**src/rtl/lc3_mem_pkg.sv**
```systemverilog
// lc3_mem_pkg: FSM states, requester IDs and default wait count shared by mem_arbiter.
package lc3_mem_pkg;
    typedef enum logic [1:0] {IDLE, ACCESS, DONE} state_t;
    localparam logic REQ_CPU = 1'b0;
    localparam logic REQ_DMA = 1'b1;
    localparam int DEF_WAIT_CYCLES = 2;
endpackage

```
**src/rtl/mem_arb_select.sv**
```systemverilog
// mem_arb_select: CPU/DMA winner selection; fixed CPU priority, or round-robin on ties
// when MEM_ARB_RR_EN is defined.
module mem_arb_select
    import lc3_mem_pkg::*;
(
    input  logic cpu_req,
    input  logic dma_req,
`ifdef MEM_ARB_RR_EN
    input  logic last_grant,
`endif
    output logic valid,
    output logic grant
);
    assign valid = cpu_req | dma_req;
`ifdef MEM_ARB_RR_EN
    assign grant = dma_req && (!cpu_req || last_grant == REQ_CPU);
`else
    assign grant = dma_req && !cpu_req;
`endif
endmodule

```
**src/rtl/mem_arbiter.sv**
```systemverilog
// mem_arbiter: arbitrates CPU and DMA access to an async SRAM with a fixed strobe width.
// Define MEM_ARB_RR_EN for round-robin tie-breaking; otherwise the CPU always wins ties.
module mem_arbiter
    import lc3_mem_pkg::*;
#(
    parameter int ADDR_W      = 20,
    parameter int DATA_W      = 16,
    parameter int WAIT_CYCLES = DEF_WAIT_CYCLES
) (
    input  logic              Clk,
    input  logic              Reset,
    input  logic              cpu_req,
    input  logic              cpu_we,
    input  logic [ADDR_W-1:0] cpu_addr,
    input  logic [DATA_W-1:0] cpu_wdata,
    output logic              cpu_ack,
    output logic [DATA_W-1:0] cpu_rdata,
    input  logic              dma_req,
    input  logic              dma_we,
    input  logic [ADDR_W-1:0] dma_addr,
    input  logic [DATA_W-1:0] dma_wdata,
    output logic              dma_ack,
    output logic [DATA_W-1:0] dma_rdata,
    output logic              Mem_CE,
    output logic              Mem_OE,
    output logic              Mem_WE,
    output logic              Mem_UB,
    output logic              Mem_LB,
    output logic [ADDR_W-1:0] sram_addr,
    output logic [DATA_W-1:0] sram_dq_out,
    output logic              sram_dq_oe,
    input  logic [DATA_W-1:0] sram_dq_in,
    output logic              busy,
    output logic              owner
);
    state_t     state;
    logic [3:0] cnt;
    logic       grant_valid;
    logic       grant;
    logic       sel_we;
`ifdef MEM_ARB_RR_EN
    logic       last_grant;
`endif

    mem_arb_select u_sel (
        .cpu_req    (cpu_req),
        .dma_req    (dma_req),
`ifdef MEM_ARB_RR_EN
        .last_grant (last_grant),
`endif
        .valid      (grant_valid),
        .grant      (grant)
    );

    assign sel_we = grant ? dma_we : cpu_we;
    assign busy   = state != IDLE;
    assign Mem_UB = Mem_CE;
    assign Mem_LB = Mem_CE;

    always_ff @(posedge Clk or posedge Reset) begin
        if (Reset) begin
            state       <= IDLE;
            cnt         <= '0;
            owner       <= REQ_CPU;
            cpu_ack     <= 1'b0;
            dma_ack     <= 1'b0;
            cpu_rdata   <= '0;
            dma_rdata   <= '0;
            Mem_CE      <= 1'b1;
            Mem_OE      <= 1'b1;
            Mem_WE      <= 1'b1;
            sram_dq_oe  <= 1'b0;
            sram_addr   <= '0;
            sram_dq_out <= '0;
`ifdef MEM_ARB_RR_EN
            last_grant  <= REQ_DMA;
`endif
        end else begin
            cpu_ack <= 1'b0;
            dma_ack <= 1'b0;
            case (state)
                IDLE: if (grant_valid) begin
                    state       <= ACCESS;
                    owner       <= grant;
                    cnt         <= 4'(WAIT_CYCLES - 1);
                    sram_addr   <= grant ? dma_addr : cpu_addr;
                    sram_dq_out <= grant ? dma_wdata : cpu_wdata;
                    Mem_CE      <= 1'b0;
                    Mem_OE      <= sel_we;
                    Mem_WE      <= !sel_we;
                    sram_dq_oe  <= sel_we;
`ifdef MEM_ARB_RR_EN
                    last_grant  <= grant;
`endif
                end
                ACCESS: if (cnt == '0) begin
                    // Mem_OE low marks a read; sample the bus on the last strobe cycle
                    state      <= DONE;
                    Mem_CE     <= 1'b1;
                    Mem_OE     <= 1'b1;
                    Mem_WE     <= 1'b1;
                    sram_dq_oe <= 1'b0;
                    cpu_ack    <= owner == REQ_CPU;
                    dma_ack    <= owner == REQ_DMA;
                    if (!Mem_OE && owner == REQ_CPU) cpu_rdata <= sram_dq_in;
                    if (!Mem_OE && owner == REQ_DMA) dma_rdata <= sram_dq_in;
                end else begin
                    cnt <= cnt - 4'd1;
                end
                DONE:    state <= IDLE;
                default: state <= IDLE;
            endcase
        end
    end
endmodule
```
**config.mk**
```make
export PLATFORM = sky130hd
export DESIGN_NAME = mem_arbiter
export DESIGN_NICKNAME = d
export VERILOG_FILES = /design/src/rtl/lc3_mem_pkg.sv /design/src/rtl/mem_arb_select.sv /design/src/rtl/mem_arbiter.sv
export SDC_FILE = /design/constraint.sdc
export NUM_CORES = 1
export LEC_CHECK = 0
export BUFFER_PORTS_ARGS = -buffer_cell sky130_fd_sc_hd__buf_4
export CAP_MARGIN = 20
export CORE_UTILIZATION = 46
export DETAILED_ROUTE_END_ITERATION = 10
export MAX_ROUTING_LAYER = met4
export PLACE_DENSITY = 0.8
export SYNTH_ARGS = -nofsm -noshare
export SYNTH_HDL_FRONTEND = slang
export SYNTH_HIERARCHICAL = 1
export SYNTH_SLANG_ARGS = --single-unit
export TNS_END_PERCENT = 100
```
**constraint.sdc**
```tcl
create_clock -name Clk -period 2.7 [get_ports Clk]
set_input_delay 0.405 -clock Clk [delete_from_list [all_inputs] [get_ports Clk]]
set_output_delay 0.405 -clock Clk [all_outputs]
set_load 0.01 [all_outputs]
```
==> impl_metrics.yaml <==
synthesis:
  ys_warn_count: 6
  synthCells: 295
  yosys.area.top_type: "dfrtp_1"
  synth_seq_cells: 81
  synth_cell_type_count: 38
  synth_top_cell_area_share_pct: 54.5
  syn_area_sq_um: 3580
  synth_fp_nets: 391
  synth-seq-area-share_pct: 56.7
  synthTopCellsByArea: "dfrtp_1, mux2i_1, mux2_2"
  avgSynthCellArea_sq_um: 12.1
sta:
  max_freq_mhz: 466
  final-setup-viol-count: 0
  rsz0062_at_grt: "no"
  relSlewSlack_pct: 56.1
  tns_ns: 0
  worstMarginPinSlew_ns: 0.658
  finalHoldViolCount: 0
  finalCriticalPeriod_ns: 2.15
  finClkSkew_ns: 0.00910
  maxSlewViolCount: 0
  final.period_utilization_pct: 79.6
cts:
  cts-root-buf: "clkbuf_8"
  post-cts-setup-buffers: 0
  cts_tree: "yes"
  hold_buffers: 0
  h-tree-depth: 3
  cts.clk_slew.worst_paths_ns: 0.08
  ctsResizeCount: 0
  clockBufferDepth: 2
  cts_sinks: 81
  numCtsBuffers: 9
  worstSkewPairLatency_ns: 0.34
grt:
  grt_usage_pct: 21.9
  grt_pass1_wl_um: 13500
  antenna_found_initial: 0
  grt_overflow: 0
  grt_max_degree: 44
  grt_pass1_vias: 2747
cells_and_area:
  finalNetCount: 558
  nFillCells: 555
  area.sequential_sq_um: 2030
  multiInputGateArea_sq_um: 1420
  syn_to_final_growth_pct: 45.5
  diodes: 0
  final_core_util_pct: 70.7
  drive_above_1_share_pct: 50.1
outcome:
  outcome: "finished clean"
pwr:
  p_leak_nw: 2.52
  ir_drop_mv: 0.493
  power.density_nw_per_um2: 1050
  p_total_mw: 5.45
placement:
  dp_hpwl_um: 6440
  io_buffer_count: 171
  place_congestion: 0.790
die:
  die_h_um: 90.2
  start_util_pct: 48.6
  num_io_pins: 172
  die_w_um: 90.2
  num_rows: 31
  die_area_sq_um: 8140
  core-area_sq_um: 7370
worst_setup_path:
  critPathArrivalTime_ns: 2.38
  timing.critical_path.from: "cnt[0]"
  crit_required_ns: 2.93
  cp-end-kind: "flip-flop"
  reg2reg_from: "cnt[0]"
  critPathKind: "flip-flop to flip-flop"
  crit_path_start_kind: "flip-flop"
  path_max_fanout: 16
min_path:
  min_path_type: "primary input to async pin"
drt:
  wire_per_inst_um: 14.8
  wl_um: 8350
  drcViolationCount: 0
  drtIter0Drc: 144
  via_per_inst: 4.98
  postRouteAntennaNets: 0
  dr_total_vias: 2816
  dr.pass1.iters: 4
job:
  max-cap-violations: 0
## per-stage QoR
stage	std cells	worst slack (ns)	cell area [sq um]	hold WS, ns
final	566	0.552	5210	0.131
after global routing	566	0.396	5210	0.165
after CTS	566	0.567	5210	0.146
after detailed placement	550	0.595	4970	0.495
after global placement	550	0.672	4970	0.489
after floorplan	295	0.220	3580	0.501
## final timing paths
kind	endpoint	slack [ns]	depth (start not counted)
worst max-delay path	dma_rdata[11]	0.55	6
worst min-delay path	dma_rdata[15]	0.13	2
worst max register to register	dma_rdata[11]	0.55	6
worst min register to register	cpu_rdata[4]	0.51	1
max in group asynchronous	Mem_WE	1.86	3
min in group Clk	cpu_rdata[12]	0.30	2
## metal layers
metal,global-route usage (%),vias up,part of all wire (%)
li1,-,1358,-
met1,27.3,1327,43
met2,35.9,122,50
met3,5.08,9,5.9
met4,6.45,0,0.86
met5,-,-,0
## worst max-delay path: stages (launching register included)
cell and delay, ns:
dfrtp_1 0.40, inv_1 0.13, ha_1 0.22, nor4b_4 0.40, and4b_1 0.25, buf_4 0.27
mux2_2 0.37
## Yosys cell counts
cell type / count
and3_1: 2
ha_1: 2
nand2_1: 6
buf_2: 8
o21bai_1: 2
nor3_1: 2
mux2_4: 10
or2_1: 1
dfstp_2: 3
or2_2: 1
a2bb2oi_1: 1
buf_6: 2
nor3b_1: 2
nand4_1: 1
buf_4: 2
nor4bb_1: 1
a32oi_1: 1
mux2i_1: 37
and2_1: 1
nand3_1: 1
a21oi_1: 40
o211ai_1: 1
dfrtp_1: 78
mux2_2: 23
inv_1: 6
nor2_1: 43
nor2b_1: 1
and4b_1: 1
buf_1: 1
nor4b_4: 1
or3b_2: 1
a211oi_1: 1
o21ai_0: 2
nand3_4: 1
nand2b_1: 1
a22oi_1: 1
buf_12: 1
clkbuf_1: 6
## report_power, final
group / internal, mW / switching (mW)
clock: 0.619 / 0.432
sequential: 1.76 / 0.377
combinational: 1.23 / 1.03
total: 3.61 / 1.84
## layout by cell type (no fill, tap or decap), types with 2 or more instances in the layout
cell type,instances
mux2i_1,37
dfrtp_1,78
clkbuf_8,9
a21oi_1,40
mux2_4,10
o21bai_1,2
clkinv_4,3
nand2_1,6
mux2_2,23
nor2_1,43
buf_4,172
ha_1,2
buf_12,4
o21ai_0,2
bufinv_16,3
dfstp_2,3
nor3_1,2
inv_1,5
and3_1,2
## flip-flops by register name, summed over array words and instances, names as in the netlist
name,cells
Mem_CE,1
owner,1
sram_dq_oe,1
sram_addr,20
Mem_OE,1
Mem_WE,1
sram_dq_out,16
state,2
cpu_rdata,16
dma_rdata,16
cnt,4
cpu_ack,1
dma_ack,1
## logic make-up after synthesis
family	Yosys count	share of synthesized area, %
mux	70	21.8
compound gates	49	7.41
simple gates	67	9.33
flops	81	56.7
buf+inv	26	4.09
fa+ha+maj	2	0.699
## cell type report
cell class	instances	share of cell area [%]
multi-input cells	188	27.2
well taps	99	2.38
clock inverters	6	2.23
flip-flops and latches	81	39.0
clock buffers	10	2.45
inverters	6	0.456
repair buffers	176	26.3
(Power assumes the default switching activity.)
